$ cat config.mk
export PLATFORM = sky130hd
export DESIGN_NAME = increment_pulser
export DESIGN_NICKNAME = d
export VERILOG_FILES = /design/src/rtl/clock_pkg.sv /design/src/rtl/button_debouncer.sv /design/src/rtl/increment_pulser.sv
export SDC_FILE = /design/constraint.sdc
export NUM_CORES = 1
export LEC_CHECK = 0
export CORE_MARGIN = 10
export CORE_UTILIZATION = 43
export CTS_CLUSTER_SIZE = 25
export DETAILED_ROUTE_END_ITERATION = 10
export PLACE_DENSITY_LB_ADDON = 0.15
export SYNTH_ARGS = -nofsm -noshare
export SYNTH_HDL_FRONTEND = slang
export SYNTH_HIERARCHICAL = 1
export SYNTH_SLANG_ARGS = --single-unit
$ cat constraint.sdc
create_clock -name clk -period 2.9 [get_ports clk]
set_clock_uncertainty 0.1 [all_clocks]
set_input_delay 0.29 -clock clk [delete_from_list [all_inputs] [get_ports clk]]
set_output_delay 0.29 -clock clk [all_outputs]
set_load 0.03 [all_outputs]
$ cat src/rtl/clock_pkg.sv
// rtl/clock_pkg.sv - state encoding, board timing defaults and counter sizing shared by the clock design
package clock_pkg;

  typedef enum logic [1:0] {
    IDLE       = 2'd0,
    HOLD_DELAY = 2'd1,
    REPEAT     = 2'd2
  } rep_state_t;

  // Defaults assume the 100 MHz board clock.
  localparam int DEF_DEBOUNCE_CYCLES      = 1_000_000;
  localparam int DEF_REPEAT_DELAY_CYCLES  = 50_000_000;
  localparam int DEF_REPEAT_PERIOD_CYCLES = 20_000_000;
  localparam int DEF_TICK_CYCLES          = 100_000_000;

  // Bits for a counter running 0..n-1, never narrower than one bit.
  function automatic int cnt_width(input int n);
    return (n < 2) ? 1 : $clog2(n);
  endfunction

endpackage

$ cat src/rtl/button_debouncer.sv
// rtl/button_debouncer.sv - two-flop synchronizer and stability counter producing a debounced button level
module button_debouncer import clock_pkg::*; #(
  parameter int DEBOUNCE_CYCLES = DEF_DEBOUNCE_CYCLES
) (
  input  logic clk,
  input  logic reset,
  input  logic btn_raw,
  output logic btn_level,
  output logic level_rise,
  output logic level_fall
);

  localparam int DB_W = cnt_width(DEBOUNCE_CYCLES);
  localparam logic [DB_W-1:0] DB_LAST = DB_W'(DEBOUNCE_CYCLES - 1);

  logic            sync1;
  logic            sync2;
  logic [DB_W-1:0] db_cnt;
  logic            toggle;

  // rise/fall flag the edge on which btn_level is about to change, so the
  // repeat FSM can register its press pulse on that same edge.
  assign toggle     = (sync2 != btn_level) && (db_cnt == DB_LAST);
  assign level_rise = toggle && !btn_level;
  assign level_fall = toggle && btn_level;

  always_ff @(posedge clk) begin
    if (reset) begin
      sync1     <= 1'b0;
      sync2     <= 1'b0;
      btn_level <= 1'b0;
      db_cnt    <= '0;
    end else begin
      sync1 <= btn_raw;
      sync2 <= sync1;
      if (sync2 == btn_level) begin
        db_cnt <= '0;
      end else if (toggle) begin
        btn_level <= ~btn_level;
        db_cnt    <= '0;
      end else begin
        db_cnt <= db_cnt + DB_W'(1);
      end
    end
  end

endmodule

$ cat src/rtl/increment_pulser.sv
// rtl/increment_pulser.sv - 1 Hz tick divider and debounced set-button pulse with hold-to-auto-repeat
module increment_pulser import clock_pkg::*; #(
  parameter int DEBOUNCE_CYCLES      = DEF_DEBOUNCE_CYCLES,
  parameter int REPEAT_DELAY_CYCLES  = DEF_REPEAT_DELAY_CYCLES,
  parameter int REPEAT_PERIOD_CYCLES = DEF_REPEAT_PERIOD_CYCLES,
  parameter int TICK_CYCLES          = DEF_TICK_CYCLES
) (
  input  logic clk,
  input  logic reset,
  input  logic btn_raw,
  input  logic run_en,
  output logic tick_pulse,
  output logic btn_pulse,
  output logic btn_level
);

  localparam int REP_MAX = (REPEAT_DELAY_CYCLES > REPEAT_PERIOD_CYCLES) ?
                           REPEAT_DELAY_CYCLES : REPEAT_PERIOD_CYCLES;
  localparam int RC_W = cnt_width(REP_MAX);
  localparam int TC_W = cnt_width(TICK_CYCLES);
  localparam logic [RC_W-1:0] DELAY_LAST  = RC_W'(REPEAT_DELAY_CYCLES - 1);
  localparam logic [RC_W-1:0] PERIOD_LAST = RC_W'(REPEAT_PERIOD_CYCLES - 1);
  localparam logic [TC_W-1:0] TICK_LAST   = TC_W'(TICK_CYCLES - 1);

  rep_state_t      state;
  rep_state_t      state_next;
  logic [RC_W-1:0] rep_cnt;
  logic [RC_W-1:0] rep_cnt_next;
  logic            pulse_next;
  logic            level_rise;
  logic            level_fall;
  logic [TC_W-1:0] tick_cnt;

  button_debouncer #(
    .DEBOUNCE_CYCLES(DEBOUNCE_CYCLES)
  ) u_debouncer (
    .clk       (clk),
    .reset     (reset),
    .btn_raw   (btn_raw),
    .btn_level (btn_level),
    .level_rise(level_rise),
    .level_fall(level_fall)
  );

  always_ff @(posedge clk) begin
    if (reset) begin
      state     <= IDLE;
      rep_cnt   <= '0;
      btn_pulse <= 1'b0;
    end else begin
      state     <= state_next;
      rep_cnt   <= rep_cnt_next;
      btn_pulse <= pulse_next;
    end
  end

  // A release wins over everything, including a repeat due on the same edge.
  always_comb begin
    state_next = state;
    if (level_fall) begin
      state_next = IDLE;
    end else begin
      case (state)
        IDLE:       if (level_rise) state_next = HOLD_DELAY;
        HOLD_DELAY: if (rep_cnt == DELAY_LAST) state_next = REPEAT;
        REPEAT:     state_next = REPEAT;
        default:    state_next = IDLE;
      endcase
    end
  end

  always_comb begin
    pulse_next   = 1'b0;
    rep_cnt_next = '0;
    if (!level_fall) begin
      case (state)
        IDLE: pulse_next = level_rise;
        HOLD_DELAY: begin
          if (rep_cnt == DELAY_LAST) pulse_next = 1'b1;
          else rep_cnt_next = rep_cnt + RC_W'(1);
        end
        REPEAT: begin
          if (rep_cnt == PERIOD_LAST) pulse_next = 1'b1;
          else rep_cnt_next = rep_cnt + RC_W'(1);
        end
        default: pulse_next = 1'b0;
      endcase
    end
  end

  // Holding the count at zero while disabled makes re-enable start a full period.
  always_ff @(posedge clk) begin
    if (reset || !run_en) begin
      tick_cnt   <= '0;
      tick_pulse <= 1'b0;
    end else begin
      tick_pulse <= (tick_cnt == TICK_LAST);
      tick_cnt   <= (tick_cnt == TICK_LAST) ? '0 : tick_cnt + TC_W'(1);
    end
  end

endmodule

==> flow_summary.json <==
{
  "status": "completed",
  "syn_avg_cell_area_um2": 8.95,
  "ys_warn_count": 6,
  "post_dp_cell_area_um2": 4240,
  "worstHoldPathType": "register to register",
  "drive_gt1_frac": 0.101,
  "synth_area_um2": 4050,
  "crit_type": "register to register",
  "final_nets": 475,
  "multiInputGateArea_um2": 2280,
  "async_flop_share": 0,
  "n_antenna_cell": 0,
  "antenna_found_initial": 0,
  "grt_pass1_vias": 3146,
  "rows": 35,
  "clock_latency_ns": 0.35,
  "cts-resized-gates": 0,
  "wirelength_mm": 8.45,
  "postCtsSetupBuffers": 0,
  "cp-start-kind": "register",
  "ys_seq_area_frac": 0.395,
  "period_minus_slack_ns": 2.59,
  "finalMaxSlewViolations": 0,
  "chipWidth_um": 117,
  "numCtsBuffers": 9,
  "slowest_delay_ns": 0.54,
  "fmax_mhz": 385,
  "seq_area_um2": 1600,
  "crit_required_ns": 3.02,
  "chipHeight_um": 117,
  "ys_ff_latch": 80,
  "cts_tree": "yes",
  "finalCritPeriodShare": 0.895,
  "drtIter0Drc": 207,
  "clockBufferDepth": 2,
  "hold_viol": 0,
  "hpwl_mm": 5.66,
  "ant_nets": 0,
  "dieArea_um2": 13700,
  "critPathMaxFanout": 26,
  "finish.instance_area_um2": 4450,
  "tns_ns": 0,
  "globalplace.congestion": 0.818,
  "viasPerCell": 5.84,
  "cp_cell_sequence": "or4_1 > or4_4 > nor4b_1 > nor2_1 > nand2_1 > buf_12 > a211oi_1",
  "grt_pass1_wl_mm": 14.9,
  "dp_slack_ns": 0.327,
  "nFillCells": 899,
  "cp_slowest_cell": "or4_1",
  "core_um2": 9200,
  "port_buffers": 6,
  "syn_inst": 453,
  "grt_setup_unrepaired": "no",
  "worst_slack_ns": 0.305,
  "grt_start_max_net_pins": 27,
  "num_vias": 3375,
  "clockRootBuffer": "clkbuf_8",
  "grt.overflow.total": 0,
  "clock_sink_count": 80,
  "grt.total_usage": 0.131,
  "cp_top_family": "simple AND/OR/NAND/NOR gates",
  "irDropWorstVdd_mv": 0.291,
  "tightest_slew_ns": 0.654,
  "clkTransAtPathRegs_ns": 0.09,
  "maxCapViolCount": 0,
  "totalPowerFinal_mw": 2.02,
  "wl_per_cell_um": 14.6,
  "drtPass1Iterations": 4,
  "crit_arrival_ns": 2.72,
  "initial_utilization": 0.441,
  "hold_buffers": 0,
  "fin_util": 0.484,
  "maxSlewHeadroom": 0.560,
  "powerDensity_nw_per_um2": 453,
  "drc_errors": 0,
  "synth.net_count": 466,
  "cts_max_level": 3,
  "leakage_nw": 1.25,
  "setup_viol": 0,
  "area_delta_synth_final_pct": 9.78,
  "ios": 7,
  "path_buf_inv": 1,
  "synth_cell_type_count": 48,
  "endpoint_kind": "register",
  "ys.flop_type": "dfxtp_1",
  "synth_edf_count": 0
}
## synthesized netlist by cell type (2+ instances only)
| master | count | area (um2) |
|---|---|---|
| nand3_1 | 29 | 145 |
| inv_1 | 19 | 71.3 |
| o21ai_0 | 16 | 80.1 |
| nand2_1 | 21 | 78.8 |
| o31ai_1 | 13 | 97.6 |
| ha_1 | 9 | 113 |
| or3_1 | 17 | 106 |
| nand4b_1 | 4 | 35.0 |
| nor3_1 | 12 | 60.1 |
| nor4_1 | 9 | 56.3 |
| and3_1 | 9 | 56.3 |
| xnor2_1 | 29 | 254 |
| buf_4 | 2 | 15.0 |
| buf_2 | 7 | 35.0 |
| dfxtp_1 | 80 | 1600 |
| or4_4 | 7 | 78.8 |
| nor2b_1 | 3 | 18.8 |
| buf_6 | 2 | 22.5 |
| nor4b_1 | 2 | 17.5 |
| or4_1 | 18 | 135 |
| a211oi_1 | 17 | 128 |
| clkbuf_1 | 7 | 26.3 |
| nand2b_1 | 3 | 18.8 |
| and4_1 | 5 | 43.8 |
| xor2_1 | 10 | 87.6 |
| o2111ai_1 | 2 | 17.5 |
| nor2_1 | 36 | 135 |
| or2_2 | 2 | 12.5 |
| a21oi_1 | 21 | 105 |
| nand4_1 | 16 | 100 |
| nand4_2 | 2 | 25.0 |
| a221oi_2 | 2 | 30.0 |
| a221oi_1 | 7 | 61.3 |
## sequential cells by signal, indices dropped and copies added, names as in the netlist
name,cells
state,2
u_debouncer/btn_level,1
tick_pulse,1
tick_cnt,27
u_debouncer/db_cnt,20
u_debouncer/sync1,1
u_debouncer/sync2,1
btn_pulse,1
rep_cnt,26
## per-stage QoR
step | instances | hold slack, ns
6_report | 578 | 0.360
2_1_floorplan | 453 | 0.262
3_5_place_dp | 562 | 0.344
3_3_place_gp | 562 | 0.346
5_1_grt | 578 | 0.388
4_1_cts | 578 | 0.367
## logic make-up (layout without fill, tap and decap cells)
logic type / Yosys count / count (layout) / synth area share
AO/OA/AOI/OAI: 87 / 87 / 0.154
XOR/XNOR: 39 / 39 / 0.0843
adder cells (fa/ha/maj): 9 / 9 / 0.0278
buffers and inverters: 37 / 51 / 0.0420
flip-flops: 80 / 80 / 0.395
AND/OR/NAND/NOR: 201 / 201 / 0.297
## cells in the final DEF (no fill, tap or decap), types with 10 or more instances in the layout
master and count:
inv_1 19, xor2_1 10, nand3_1 29, xnor2_1 29
or3_1 17, nand4_1 16, nand2_1 21, o21ai_0 16
or4_1 18, a21oi_1 21, nor2_1 36, a211oi_1 17
dfxtp_1 80, nor3_1 12, o31ai_1 13
## worst paths after layout
kind / from / end / slack [ns] / cells past startpoint
worst min-delay path: tick_cnt[0] / tick_cnt[0] / 0.36 / 1
worst max register to register: u_debouncer/db_cnt[15] / rep_cnt[7] / 0.31 / 7
worst min register to register: tick_cnt[0] / tick_cnt[0] / 0.36 / 1
worst max-delay path: u_debouncer/db_cnt[15] / rep_cnt[7] / 0.31 / 7
## where the power goes
group	internal (mW)	switching [mW]	total, mW
combinational	0.00962	0.0151	0.0248
sequential	1.10	0.00244	1.10
clock	0.418	0.469	0.888
total	1.53	0.487	2.02
## cell type report
type / instances / share of cell area
multi-input combinational: 336 / 0.513
sequential: 80 / 0.360
clock inverter: 7 / 0.0191
clock buffer: 9 / 0.0278
timing repair buffer: 16 / 0.0332
tap: 111 / 0.0312
inverter: 19 / 0.0160
## layer usage
layer / track usage / part of all wire / vias to the layer above
met5: 0 / 0 / -
met4: 0.0404 / 0.0083 / 0
met3: 0.0357 / 0.035 / 5
met2: 0.207 / 0.45 / 45
met1: 0.171 / 0.50 / 1604
li1: - / - / 1721
Note: power is estimated with default switching activity, not from simulation.
